===== src/rtl/count2bit_pkg.sv =====
// Shared types and the step classifier for the 2-bit count stream decoder.
package count2bit_pkg;

  typedef enum logic [1:0] {
    UNLOCKED = 2'd0,
    ACQUIRE  = 2'd1,
    LOCKED   = 2'd2
  } dec_state_t;

  typedef enum logic [1:0] {
    STEP_HOLD = 2'd0,
    STEP_UP   = 2'd1,
    STEP_SKIP = 2'd2,
    STEP_DOWN = 2'd3
  } step_t;

  // Modulo-4 difference maps directly onto the step encoding.
  function automatic step_t classify_step(input logic [1:0] prev, input logic [1:0] cur);
    logic [1:0] delta;
    delta = cur - prev;
    return step_t'(delta);
  endfunction

endpackage


===== src/rtl/sat_counter.sv =====
// Saturating up-counter with synchronous clear; holds at all-ones.
module sat_counter #(
  parameter int unsigned W = 8
) (
  input  logic         clk,
  input  logic         reset,
  input  logic         i_inc,
  input  logic         i_clr,
  output logic [W-1:0] o_value
);

  logic [W-1:0] r_value;
  logic [W-1:0] w_value;

  always_comb begin
    w_value = r_value;
    if (i_clr) begin
      w_value = '0;
    end else if (i_inc && (r_value != '1)) begin
      w_value = r_value + 1'b1;
    end
  end

  always_ff @(posedge clk or posedge reset) begin
    if (reset) begin
      r_value <= '0;
    end else begin
      r_value <= w_value;
    end
  end

  assign o_value = r_value;

endmodule


===== src/rtl/count2bit_decoder.sv =====
// Decodes a sampled 2-bit up/down count stream into position steps, tracks lock
// against the commanded direction and counts direction/skip errors.
module count2bit_decoder
  import count2bit_pkg::*;
#(
  parameter int unsigned POS_W    = 16,
  parameter int unsigned ERR_W    = 8,
  parameter int unsigned SYNC_REQ = 2
) (
  input  logic             clk,
  input  logic             reset,
  input  logic             sample_en,
  input  logic [1:0]       count_in,
  input  logic             up_down,
  output logic [POS_W-1:0] position,
  output logic             dir_out,
  output logic             step_valid,
  output logic             locked,
  output logic             mismatch,
  output logic             skip_err,
  output logic [ERR_W-1:0] err_count
);

  localparam logic [3:0]       SyncReq = 4'(SYNC_REQ);
  localparam logic [POS_W-1:0] PosOne  = POS_W'(1);

  dec_state_t       r_state, w_state;
  logic [1:0]       r_prev, w_prev;
  logic [3:0]       r_good_cnt, w_good_cnt;
  logic [POS_W-1:0] r_position, w_position;
  logic             r_dir, w_dir;
  logic             r_step_valid, w_step_valid;
  logic             r_mismatch, w_mismatch;
  logic             r_skip_err, w_skip_err;
  logic             w_err_inc;
  step_t            w_step;
  logic             w_is_up;

  always_comb begin
    w_state      = r_state;
    w_prev       = r_prev;
    w_good_cnt   = r_good_cnt;
    w_position   = r_position;
    w_dir        = r_dir;
    w_step_valid = 1'b0;
    w_mismatch   = 1'b0;
    w_skip_err   = 1'b0;
    w_err_inc    = 1'b0;
    w_step       = classify_step(r_prev, count_in);
    w_is_up      = (w_step == STEP_UP);

    if (sample_en) begin
      w_prev = count_in;
      case (r_state)
        UNLOCKED: begin
          w_state    = ACQUIRE;
          w_good_cnt = '0;
        end
        ACQUIRE: begin
          case (w_step)
            STEP_UP, STEP_DOWN: begin
              if (w_is_up == up_down) begin
                if (r_good_cnt + 4'd1 >= SyncReq) begin
                  w_state    = LOCKED;
                  w_good_cnt = '0;
                end else begin
                  w_good_cnt = r_good_cnt + 4'd1;
                end
              end else begin
                w_good_cnt = '0;
              end
            end
            STEP_SKIP: w_good_cnt = '0;
            default: ;
          endcase
        end
        LOCKED: begin
          case (w_step)
            STEP_UP, STEP_DOWN: begin
              w_position   = w_is_up ? r_position + PosOne : r_position - PosOne;
              w_dir        = w_is_up;
              w_step_valid = 1'b1;
              // Position follows the observed step even when it disagrees with the command.
              if (w_is_up != up_down) begin
                w_mismatch = 1'b1;
                w_err_inc  = 1'b1;
              end
            end
            STEP_SKIP: begin
              w_skip_err = 1'b1;
              w_err_inc  = 1'b1;
              w_state    = ACQUIRE;
              w_good_cnt = '0;
            end
            default: ;
          endcase
        end
        default: begin
          w_state    = UNLOCKED;
          w_good_cnt = '0;
        end
      endcase
    end
  end

  always_ff @(posedge clk or posedge reset) begin
    if (reset) begin
      r_state      <= UNLOCKED;
      r_prev       <= '0;
      r_good_cnt   <= '0;
      r_position   <= '0;
      r_dir        <= 1'b0;
      r_step_valid <= 1'b0;
      r_mismatch   <= 1'b0;
      r_skip_err   <= 1'b0;
    end else begin
      r_state      <= w_state;
      r_prev       <= w_prev;
      r_good_cnt   <= w_good_cnt;
      r_position   <= w_position;
      r_dir        <= w_dir;
      r_step_valid <= w_step_valid;
      r_mismatch   <= w_mismatch;
      r_skip_err   <= w_skip_err;
    end
  end

  sat_counter #(
    .W(ERR_W)
  ) u_err_cnt (
    .clk    (clk),
    .reset  (reset),
    .i_inc  (w_err_inc),
    .i_clr  (1'b0),
    .o_value(err_count)
  );

  assign position   = r_position;
  assign dir_out    = r_dir;
  assign step_valid = r_step_valid;
  assign locked     = (r_state == LOCKED);
  assign mismatch   = r_mismatch;
  assign skip_err   = r_skip_err;

endmodule

===== config.mk =====
export PLATFORM = sky130hd
export DESIGN_NAME = count2bit_decoder
export DESIGN_NICKNAME = d
export VERILOG_FILES = /design/src/rtl/count2bit_pkg.sv /design/src/rtl/sat_counter.sv /design/src/rtl/count2bit_decoder.sv
export SDC_FILE = /design/constraint.sdc
export NUM_CORES = 1
export LEC_CHECK = 0
export CAP_MARGIN = 20
export CORE_ASPECT_RATIO = 1.4
export CORE_MARGIN = 3
export CORE_UTILIZATION = 37
export DETAILED_ROUTE_END_ITERATION = 12
export GPL_TIMING_DRIVEN = 1
export PLACE_DENSITY = 0.56
export SLEW_MARGIN = 20
export SYNTH_ARGS = -nofsm -noshare
export SYNTH_HDL_FRONTEND = slang
export SYNTH_SLANG_ARGS = --single-unit

===== constraint.sdc =====
create_clock -name clk -period 4.5 [get_ports clk]
set_input_delay 0.45 -clock clk [delete_from_list [all_inputs] [get_ports clk]]
set_output_delay 0.45 -clock clk [all_outputs]
set_load 0.005 [all_outputs]

* After elaboration in Yosys (flattened, before gate mapping)
Cells that the tools add are included. W data, S select, Z words.
Cells by class: equality and inequality tests 13, $lt $le $gt $ge 1, add/subtract/negate cells 5, mux-type cells 24, reduce and logical (&&, ||, !) cells 6
Operators by type and width (count):
- $add A16 B1 Y16 const B | 1
- $mux W16 | 1
- $pmux W4 S2 | 2
- $sub A16 B1 Y16 const B | 1
- $mux W1 | 12
- $mux W4 | 3
- $add A8 B1 Y8 const B | 1
- $mux W2 | 4
- $ne A8 B8 Y1 const B | 1
- $eq A2 B2 Y1 const B | 3
- $ne A2 B2 Y1 const B | 3
- $pmux W2 S3 | 1
- $reduce_and A3 Y1 | 2
- $reduce_and A5 Y1 | 1
- $add A4 B1 Y4 const B | 1
- $eq A2 B1 Y1 const B | 2
- $ge A4 B2 Y1 const B | 1
- $ne A3 B3 Y1 const B | 1
- $logic_not A2 Y1 | 1
- $ne A2 B1 Y1 const B | 1
- $pmux W1 S2 | 1
- $reduce_or A2 Y1 | 1
- $sub A2 B2 Y2 | 1
- $eq A1 B1 Y1 | 1
- 2 further kinds | 2
Word-level totals: input port bits 6, logic and storage cells 58, output and inout port bits 29, flip-flop bits (word level) 36

* Depth between registers and ports, before layout
Gate-level depths: netlist of run 1.
depth in word-level cells 8, depth in mapped cells 13, depth with buffers taken out 12

* Cells and area by module
From an unflattened synthesis of run 1, not the netlist that was laid out.
Second synthesis, totals: cells, all modules 273, area total of the unflattened synthesis 2509.9 um^2
By module, submodules not included:
- count2bit_decoder | area each 2005.7 um^2, seq. area each 700.7 um^2, cells an instance 224, times used 1
- sat_counter | area each 504.2 um^2, seq. area each 200.2 um^2, cells an instance 49, times used 1

* Worst setup path before layout of run 1
Ideal clock, no wire load.
path type input-to-reg, start point input port count_in[0], end point register r_position[14] (netlist: position[14]), arrival 3138 ps, setup slack 1226 ps, required time 4364 ps, stages 12, cell sequence inv_1 -> ha_1 -> xor3_2 -> nor2_1 -> inv_1 -> ha_1 -> nor2b_1 -> o21a_1 -> o211ai_1 -> a2111o_1 -> nand4_1 -> or3b_2
Between the ends: longest elaborated chain between the ends 4
RTL lines:
- start, declared | line count2bit_decoder.sv:13 | input logic [1:0] count_in,
- $sub A2 B2 Y2 (*) | line count2bit_pkg.sv:20 | delta = cur - prev;
- $eq A2 B1 Y1 (*) | line count2bit_decoder.sv:50 | w_is_up = (w_step == STEP_UP);
- via w_is_up | line count2bit_decoder.sv:37 | logic w_is_up;
- $reduce_or A2 Y1 | line count2bit_decoder.sv:78 | case (w_step)
- $reduce_and A3 Y1 (no line)
- end signal, assigned | line count2bit_decoder.sv:120 | r_position <= w_position;
- end, declared | line count2bit_decoder.sv:30 | logic [POS_W-1:0] r_position, w_position;
Mark *: on every way through the listed nets, which the timed path passes. The rest lies on a longest branch. A chain may end at the register's enable or synchronous reset.

* Final worst setup path of run 1
Ends and elaborated chain as after synthesis.

==> results of run 1 <==
-- per-stage QoR --
stage | utilization [%] | power [uW] | area, um^2 | hold slack (ns) | std cells
CTS | 47.7 | 1490 | 2860 | 0.478 | 348
global placement | 45.8 | 1180 | 2740 | 0.462 | 340
floorplan | - | 963 | 2330 | 0.469 | 242
detailed placement | 45.8 | 1190 | 2740 | 0.468 | 340
global route | 47.7 | 1590 | 2860 | 0.521 | 348
finish | 47.7 | 1470 | 2860 | 0.474 | 348
-- power by group --
group,switching (uW),internal [uW],leakage (uW)
sequential,61.0,381,0.000484
clock,127,164,0.0000541
combinational,377,357,0.000766
total,565,902,0.00130
-- sequential cells by signal, summed over array words and instances (netlist names) --
name / cells
r_prev: 2
r_good_cnt: 4
u_err_cnt.o_value: 8
skip_err: 1
step_valid: 1
position: 16
mismatch: 1
dir_out: 1
r_state: 2
-- how the worst min path moves through the flow --
stage	from	endpoint	slack, ns	depth (start not counted)
2_1_floorplan	position[15]	position[15]	0.47	1
3_3_place_gp	position[15]	position[15]	0.46	1
3_5_place_dp	position[15]	position[15]	0.47	1
4_1_cts	position[15]	position[15]	0.48	1
5_1_grt	u_err_cnt.o_value[7]	u_err_cnt.o_value[7]	0.52	1
6_report	position[15]	position[15]	0.47	1
-- logic make-up (layout without fill, tap and decap cells) --
| family | Yosys count | after routing |
|---|---|---|
| buffers and inverters | 19 | 55 |
| AO/OA/AOI/OAI | 63 | 63 |
| adder cells (fa/ha/maj) | 20 | 20 |
| multiplexers | 6 | 6 |
| AND/OR/NAND/NOR | 79 | 79 |
| flip-flops | 36 | 36 |
| XOR/XNOR | 19 | 19 |
-- critical path, cell delays in order --
cell,delay [ns]
clkdlybuf4s50_1,0.47
inv_1,0.04
ha_1,0.20
xor3_2,0.43
nor2_1,0.18
inv_1,0.28
ha_1,0.45
nor2b_1,0.14
o21a_1,0.14
o211ai_1,0.15
a2111o_1,0.42
nand4_1,0.09
or3b_2,0.44
-- synth_stat cells (all sizes together), types with 2 or more instances --
cell,count,area [um^2]
dfrtp,36,901
nand2,23,86.3
ha,19,238
a21oi,17,88.8
nor2,14,52.6
o21ai,13,65.1
inv,11,41.3
xnor2,11,96.3
clkbuf,8,30.0
and3,7,45.1
nand4,7,43.8
and2,6,37.5
nand3,6,30.0
nor3,6,30.0
xor2,6,60.1
a211oi,4,30.0
mux2,4,45.0
nor2b,4,25.0
o21a,4,37.5
a21o,3,22.5
o21bai,3,22.5
o31ai,3,22.5
a311oi,2,17.5
a32o,2,20.0
mux2i,2,20.0
o211ai,2,15.0
o22ai,2,12.5
o311ai,2,17.5
-- layer usage --
layer	vias up	share of wire, %	wire length, um
met5	-	0	0
met4	0	2.0	104
met3	8	3.4	177
met2	42	53	2720
met1	884	42	2160
li1	945	-	-
-- layout make-up --
cell class              instances  area [um^2]  area share, %
repair buffers                 36          355           12.4
inverters                      11         41.3           1.45
multi-input cells             187         1360           47.6
flip-flops and latches         36          901           31.6
well taps                      70         87.6           3.07
clock inverters                 3         42.5           1.49
clock buffers                   5         68.8           2.41
==> flow_summary_export.csv, run 1 <==
group,metric,value,unit
yosys,synth_compound_area_share,18.2,%
power,leakagePower,0.00130,uW
setup_path,cp-start-kind,"input pin",
finish,mostFrequentLayoutCells,"dfrtp_1 (36), clkdlybuf4s50_1 (34), nand2_1 (23)",
yosys,synth.cell_area,2330,um^2
timing,rsz0062_at_grt,"false",
setup_path,crit_path_start,"count_in[0]",
finish,fin_nets,303,
timing,fin_setup_tns,0,ns
setup_path,cp_max_fo,15,
die,io_pins,35,
clock_network,hold_buffers,0,
timing,skew,0.00420,ns
setup_path,worst_ep_required_time,4.67,ns
placement,port_buffers,34,
placement,gp_congestion,0.822,
yosys,synthMuxAreaShare,2.79,%
global_route,use_met2,27.9,%
power,powerDensity,514,nW/um^2
yosys,synth-simple-area-share,17.3,%
die,rows,33,
die,start_util,38.9,%
clock_network,insertion_delay,0.29,ns
clock_network,clock_sinks,36,
yosys,syn-num-nets,268,
clock_network,cts_buffers,5,
global_route,use_met3,3.01,%
yosys,synth_top_family_by_area,"compound AO/OA/AOI/OAI gates",
timing,worst_pin_slew,0.524,ns
yosys,ys_warn_count,0,
global_route,grtUsageTotal,15.6,%
yosys,synthXorXnorAreaFrac,8.91,%
yosys,syn-mean-instance-area,9.63,um^2
yosys,yosysUniqueCellTypes,47,
global_route,antenna_found_initial,0,
timing,worst_slack,0.779,ns
setup_path,crit_end,"position[14]",
setup_path,r2r_slack,1.07,ns
drt,drt_iter0_drc,85,
finish,drive_above_1_share,8.27,%
setup_path,critPathKind,"input pin to register",
run,maxCapViolCount,0,
worst_hold_path,hp-class,"register to register",
clock_network,cts_setup_buffers,0,
yosys,synth_edf_count,0,
die,die-width,73.1,um
placement,place_worst_setup_slack,0.451,ns
power,worst_ir_drop_vdd,0.000208,V
drt,vias,1879,
drt,drtPass1Iterations,4,
setup_path,end_kind,"register",
finish,diodes,0,
setup_path,worstPathArrival,3.89,ns
drt,antenna_left,0,
timing,slew_viol_final,0,
drt,postRouteWirelength,5.16,mm
global_route,busiest_layer,"met2",
setup_path,r2r_start,"r_prev[0]",
clock_network,h-tree-depth,2,
global_route,grt_max_degree,37,
yosys,ys_seq_area_share,38.6,%
yosys,synthFlopType,"dfrtp_1",
drt,viasPerCell,5.40,
yosys,synthCells,242,
global_route,grt-ovfl-total,0,
clock_network,ctsLongestPathBuffers,2,
clock_network,clk_pin_slew,0.08,ns
drt,wl_per_cell,14.8,um
finish,n_fill_cell,570,
clock_network,root_buffer,"clkbuf_8",
placement,dp_hpwl,3.82,mm
drt,drcViolationCount,0,
timing,slew_headroom,65.0,%
global_route,grt_pass1_wl,9.03,mm
timing,finalCritPeriodShare,82.7,%
outcome,status,"complete, no violations",
timing,setup_viol,0,
setup_path,r2r-end,"position[14]",
global_route,gr-usage-met1,18.0,%
timing,post-route-min-period,3.72,ns
clock_network,post_cts_resized,0,
finish,layout_commonest_cell,"dfrtp_1",
timing,hold_viol,0,
yosys,synthAdderAreaFrac,11.1,%
yosys,synth_async_sr_flop_share,100,%
die,fp.dieArea,7300,um^2
finish,synthToLayoutAreaGrowth,22.5,%
die,core_area,5990,um^2
die,die_y,99.9,um
setup_path,worstRegToRegCells,11,
global_route,grt_pass1_vias,1928,
yosys,ys_ff_latch,36,
clock_network,tritoncts,"done",
timing,fmax,269,MHz
(Power assumes the default switching activity.)
==> run 2, diff against run 1 <==
PLACE_DENSITY = 0.58   (was 0.56)
clock period = 3.4 ns   (was 4.5 ns; I/O delays follow)
==> run 2 against run 1 <==
Critical path depth fell by 2. Non-clock buffer count up 37. Via count rose by 7.0%. Largest power group unchanged. Cell count grew 11%. Register-to-register slack worse by 0.68 ns. Clock-buffer cell count unchanged. Combinational power increased by 76%. Sequential share of layout area down 3.8 points. Cell area up 14%. Flip-flop and latch count unchanged. Clock skew increased by 0.0039 ns.
==> flow_summary_export.csv, run 2 (synthesized netlist as in run 1, its figures left out) <==
group,metric,value,unit
global_route,antenna_found_initial,0,
timing,post-route-min-period,3.18,ns
timing,slew_viol_final,0,
finish,diodes,0,
finish,drive_above_1_share,23.4,%
finish,multi_input_area,1460,um^2
timing,skew,0.00814,ns
setup_path,worstRegToRegCells,11,
setup_path,path_cells,"clkdlybuf4s50_1, xor3_2, nor2_4, inv_4, ha_1, nor2b_1, o21a_1, o211ai_1, a2111o_1, nand4_1, or3b_2",
finish,n_fill_cell,546,
clock_network,h-tree-depth,2,
die,die-width,73.1,um
die,fp.dieArea,7300,um^2
setup_path,critPathKind,"input pin to register",
power,power.internal,1360,uW
setup_path,worstPathArrival,3.36,ns
die,core_area,5990,um^2
timing,setup_viol,0,
power,leakagePower,0.00147,uW
global_route,grt_pass1_vias,2000,
finish,synthToLayoutAreaGrowth,39.1,%
timing,worst_pin_slew,0.526,ns
power,p_switching,857,uW
finish,layout_commonest_cell,"buf_4",
timing,fmax,314,MHz
global_route,grt_max_degree,37,
drt,drtPass1Iterations,4,
clock_network,clk_pin_slew,0.09,ns
die,rows,33,
placement,port_buffers,34,
timing,slew_headroom,64.8,%
setup_path,slowest_stage,"clkdlybuf4s50_1",
setup_path,r2r_slack,0.39,ns
die,die_y,99.9,um
power,clkPwrFrac,14.9,%
setup_path,end_kind,"register",
timing,hold_viol,0,
outcome,status,"complete, no violations",
power,p_total,2210,uW
die,io_pins,35,
timing,worst_hold_slack,0.441,ns
setup_path,cp_max_fo,7,
finish,mostFrequentLayoutCells,"buf_4 (38), dfrtp_1 (36), clkdlybuf4s50_1 (34)",
drt,drcViolationCount,0,
clock_network,root_buffer,"clkbuf_8",
power,comb_power_share,58.3,%
drt,vias,2010,
power,p_sw_share,38.7,%
setup_path,crit_path_start,"count_in[1]",
clock_network,cts_buffers,5,
setup_path,worst_ep_required_time,3.57,ns
die,start_util,38.9,%
timing,rsz0062_at_grt,"false",
drt,antenna_left,0,
timing,finalCritPeriodShare,93.6,%
drt,viasPerCell,5.21,
finish,seq_area,901,um^2
global_route,grtUsageTotal,16.1,%
finish,largest_reg_flops,16,
finish,final_core_util,54.1,%
clock_network,insertion_delay,0.30,ns
worst_hold_path,hp-class,"input pin to async pin",
drt,wl_per_cell,14.8,um
setup_path,r2r-end,"position[14]",
power,powerDensity,682,nW/um^2
global_route,grt-ovfl-total,0,
finish,fin_nets,341,
drt,drt_iter0_drc,49,
clock_network,hold_buffers,0,
power,seqPwrFrac,26.8,%
clock_network,tritoncts,"done",
clock_network,ctsLongestPathBuffers,2,
global_route,grt_pass1_wl,9.20,mm
placement,dp_hpwl,4.14,mm
placement,gp_congestion,0.802,
setup_path,r2r_start,"r_prev[0]",
clock_network,clock_sinks,36,
drt,postRouteWirelength,5.72,mm
run,maxCapViolCount,0,
setup_path,cp-start-kind,"input pin",
timing,fin_setup_tns,0,ns
setup_path,slowest_delay,0.52,ns
power,worst_ir_drop_vdd,0.000297,V
[run 2: changes by cell type in the layout (fill, tap and decap cells not counted), moves of 2 or more]
cell / delta
a21oi_2: +3
ha_4: +6
clkinvlp_4: +2
ha_1: -6
buf_4: +36
a21oi_1: -3
[run 2: how the worst max path moves through the flow]
stage	to	slack (ns)
finish	position[14]	0.22
detailed placement	position[14]	-0.34
global route	position[14]	0.06
floorplan	position[14]	0.24
global placement	position[14]	-0.25
CTS	position[14]	0.09
[run 2: critical path: cells and delay by family]
family / cells / cell delay (ns)
fa+ha+maj: 1 / 0.32
xor+xnor: 1 / 0.49
compound gates: 3 / 0.68
buf+inv: 2 / 0.61
simple gates: 4 / 0.90
[run 2: stage by stage]
| stage | setup WS (ns) | area (um^2) | cells |
|---|---|---|---|
| final | 0.216 | 3240 | 386 |
| after global routing | 0.0593 | 3240 | 386 |
| after CTS | 0.0918 | 3100 | 383 |
| after detailed placement | -0.343 | 3010 | 375 |
| after global placement | -0.246 | 3010 | 375 |
| after floorplan | 0.236 | 2330 | 242 |
[run 2: power groups by stage]
stage | logic (uW) | clock network (uW) | registers, uW
after CTS | 1200 | 338 | 589
final | 1290 | 329 | 594
after global routing | 1430 | 351 | 609
after detailed placement | 1200 | 0 | 597
after floorplan | 694 | 0 | 581
after global placement | 1190 | 0 | 597
[run 2: repair_timing]
action,in CTS,in global routing
buffers inserted,0,2
resized for setup,1,18
hold endpoints to repair,0,0
cloned,0,1
pin swaps,0,6
setup endpoints to repair,1,3
[run 2: metal layers]
layer	wire [um]	share of wire (%)	track usage (%)
met5	0	0	0
met2	3140	55	29.2
met4	80	1.4	5.68
met1	2360	41	18.4
met3	137	2.4	2.91
[run 2: layout make-up]
cell class	count	share of cell area, %
flip-flops and latches	36	27.8
well taps	70	2.70
clock buffers	5	2.12
multi-input cells	187	45.2
repair inverters	1	0.232
clock inverters	3	0.733
repair buffers	73	19.9
inverters	11	1.35
==> run 3, diff against run 2 <==
ABC_AREA = 1   (was unset)
==> run 3 against run 2 <==
Cell area decreased by 0.96%. Critical path type unchanged. Clock power grew 17%. Highest routed layer unchanged. Combinational power rose by 18%. Worst hold slack improved by 0.023 ns. Largest cell class unchanged. Critical path depth grew 3. Maximum frequency increased by 3.4%. Synthesized area is 14% higher.
==> flow_summary_export.csv, run 3 <==
group,metric,value,unit
yosys,yosysTopAreaCell,"dfrtp_1",
clock_network,hold_buffers,0,
clock_network,cts_setup_buffers,0,
drt,antenna_left,0,
power,worst_ir_drop_vdd,0.000291,V
yosys,synth_top_area_share,34.0,%
clock_network,tritoncts,"done",
finish,n_fill_cell,711,
die,core_area,6740,um^2
yosys,syn-mean-instance-area,7.29,um^2
global_route,grt_pass1_vias,2372,
power,powerDensity,798,nW/um^2
global_route,grt_max_degree,37,
finish,fin_nets,429,
timing,finalCritPeriodShare,90.6,%
timing,worst_pin_slew,0.484,ns
outcome,status,"complete, no violations",
timing,skew,0.00492,ns
finish,layout_commonest_cell,"nand2_1",
drt,viasPerCell,4.86,
clock_network,h-tree-depth,2,
setup_path,slowest_delay,0.51,ns
die,die_y,106,um
run,maxCapViolCount,0,
yosys,synthCells,363,
drt,drt_iter0_drc,66,
drt,drtPass1Iterations,4,
setup_path,cp_max_fo,18,
yosys,synthFlopType,"dfrtp_1",
timing,rsz0062_at_grt,"false",
setup_path,r2r_start,"r_prev[0]",
yosys,synth_async_sr_flop_share,100,%
global_route,grtUsageTotal,15.0,%
die,start_util,39.3,%
placement,gp_congestion,0.792,
setup_path,slowest_stage,"ha_1",
yosys,ys_seq_area_share,34.0,%
finish,diodes,0,
yosys,yosysMostFrequentCell,"nand2_1",
finish,drive_above_1_share,8.17,%
setup_path,cp-start-kind,"input pin",
global_route,grt-ovfl-total,0,
drt,postRouteWirelength,5.86,mm
global_route,antenna_found_initial,0,
clock_network,root_buffer,"clkbuf_8",
clock_network,ctsLongestPathBuffers,2,
power,p_total,2560,uW
die,io_pins,35,
setup_path,critPathKind,"input pin to register",
timing,post-route-min-period,3.08,ns
placement,port_buffers,34,
yosys,ys_warn_count,0,
drt,drcViolationCount,0,
finish,fin_area,3210,um^2
setup_path,cpMostUsedCell,"nand2_1",
setup_path,worstPathArrival,3.26,ns
die,fp.dieArea,8220,um^2
placement,dp_hpwl,4.51,mm
yosys,yosysUniqueCellTypes,32,
yosys,syn-num-nets,389,
drt,wl_per_cell,11.8,um
yosys,synth.cell_area,2650,um^2
worst_hold_path,hp-class,"input pin to async pin",
drt,vias,2413,
setup_path,crit_path_start,"count_in[0]",
setup_path,end_kind,"register",
timing,hold_viol,0,
yosys,synth_commonest_cells,"nand2_1 (119), inv_1 (44), dfrtp_1 (36), nand3_1 (33), nor2_1 (25)",
setup_path,path_cells,"clkdlybuf4s50_1, inv_1, ha_1, bufinv_8, nand3_2, ha_1, a21oi_1, nand2_1, nand2_1, nand2_1, nand3_1, nand3_1, nand3_1, nand2_1",
power,leakagePower,0.00168,uW
finish,largest_reg_flops,16,
clock_network,cts_buffers,5,
timing,slew_headroom,67.7,%
timing,setup_viol,0,
setup_path,worst_ep_required_time,3.58,ns
die,rows,35,
yosys,synth_edf_count,0,
clock_network,post_cts_resized,0,
die,die-width,77.5,um
finish,mostFrequentLayoutCells,"nand2_1 (119), inv_1 (44), dfrtp_1 (36)",
yosys,synth_area_leaders,"dfrtp_1 (34%), nand2_1 (17%), ha_1 (9.0%)",
finish,synthToLayoutAreaGrowth,21.3,%
yosys,ys_ff_latch,36,
placement,placed_area,3100,um^2
global_route,grt_pass1_wl,10.2,mm
clock_network,clk_pin_slew,0.08,ns
clock_network,clock_sinks,36,
clock_network,insertion_delay,0.29,ns
timing,fmax,325,MHz
timing,fin_setup_tns,0,ns
timing,slew_viol_final,0,
[run 3: cell type report]
type	count	area, um^2	share of cell area [%]
multi-input combinational	271	1510	47.0
sequential	36	901	28.1
timing repair buffer	37	363	11.3
inverter	52	210	6.55
tap	92	115	3.59
clock buffer	5	68.8	2.14
clock inverter	3	42.5	1.33
[run 3: path summary, 6_finish.rpt]
| path | to | slack, ns | cells after the start |
|---|---|---|---|
| max | position[14] | 0.32 | 14 |
| min | position[12] | 0.46 | 3 |
| max reg2reg | position[14] | 0.51 | 12 |
| min reg2reg | dir_out | 0.49 | 2 |
| max in group asynchronous | r_prev[1] | 2.59 | 3 |
| min in group clk | dir_out | 0.49 | 2 |
[run 3: kinds of logic after synthesis]
group | count (synthesis) | share of synthesized area, %
AND/OR/NAND/NOR | 206 | 36.3
adder cells (fa/ha/maj) | 20 | 9.74
AO/OA/AOI/OAI | 32 | 6.71
flip-flops | 36 | 34.0
XOR/XNOR | 13 | 4.30
buffers and inverters | 56 | 8.93
[run 3: metrics by stage]
step	util, %	hold WS (ns)	cells	setup WS, ns
after floorplan	-	0.461	363	0.902
after global placement	46.0	0.467	488	0.0540
after detailed placement	46.0	0.473	488	0.0137
after CTS	47.6	0.481	496	0.333
after global routing	47.6	0.498	496	0.0953
final	47.6	0.464	496	0.320
[run 3: worst max-delay path, delay by kind of cell]
family	cells	cell delay, ns
and+or+nand+nor	8	1.09
adders and majority gates	2	0.84
AOI/OAI and AO/OA	1	0.25
buffers and inverters	3	0.73
[run 3: power breakdown]
group | switching (uW) | internal, uW | total, uW
Clock | 168 | 217 | 385
Combinational | 846 | 671 | 1520
Sequential | 115 | 545 | 660
[run 3: per-layer routing]
metal | wire [um] | track usage, % | vias to the layer above | share of wire (%)
met4 | 163 | 5.60 | 0 | 2.8
met3 | 160 | 2.54 | 14 | 2.7
met1 | 2460 | 17.2 | 1115 | 42
li1 | - | - | 1241 | -
met5 | 0 | 0 | - | 0
met2 | 3080 | 27.5 | 43 | 53
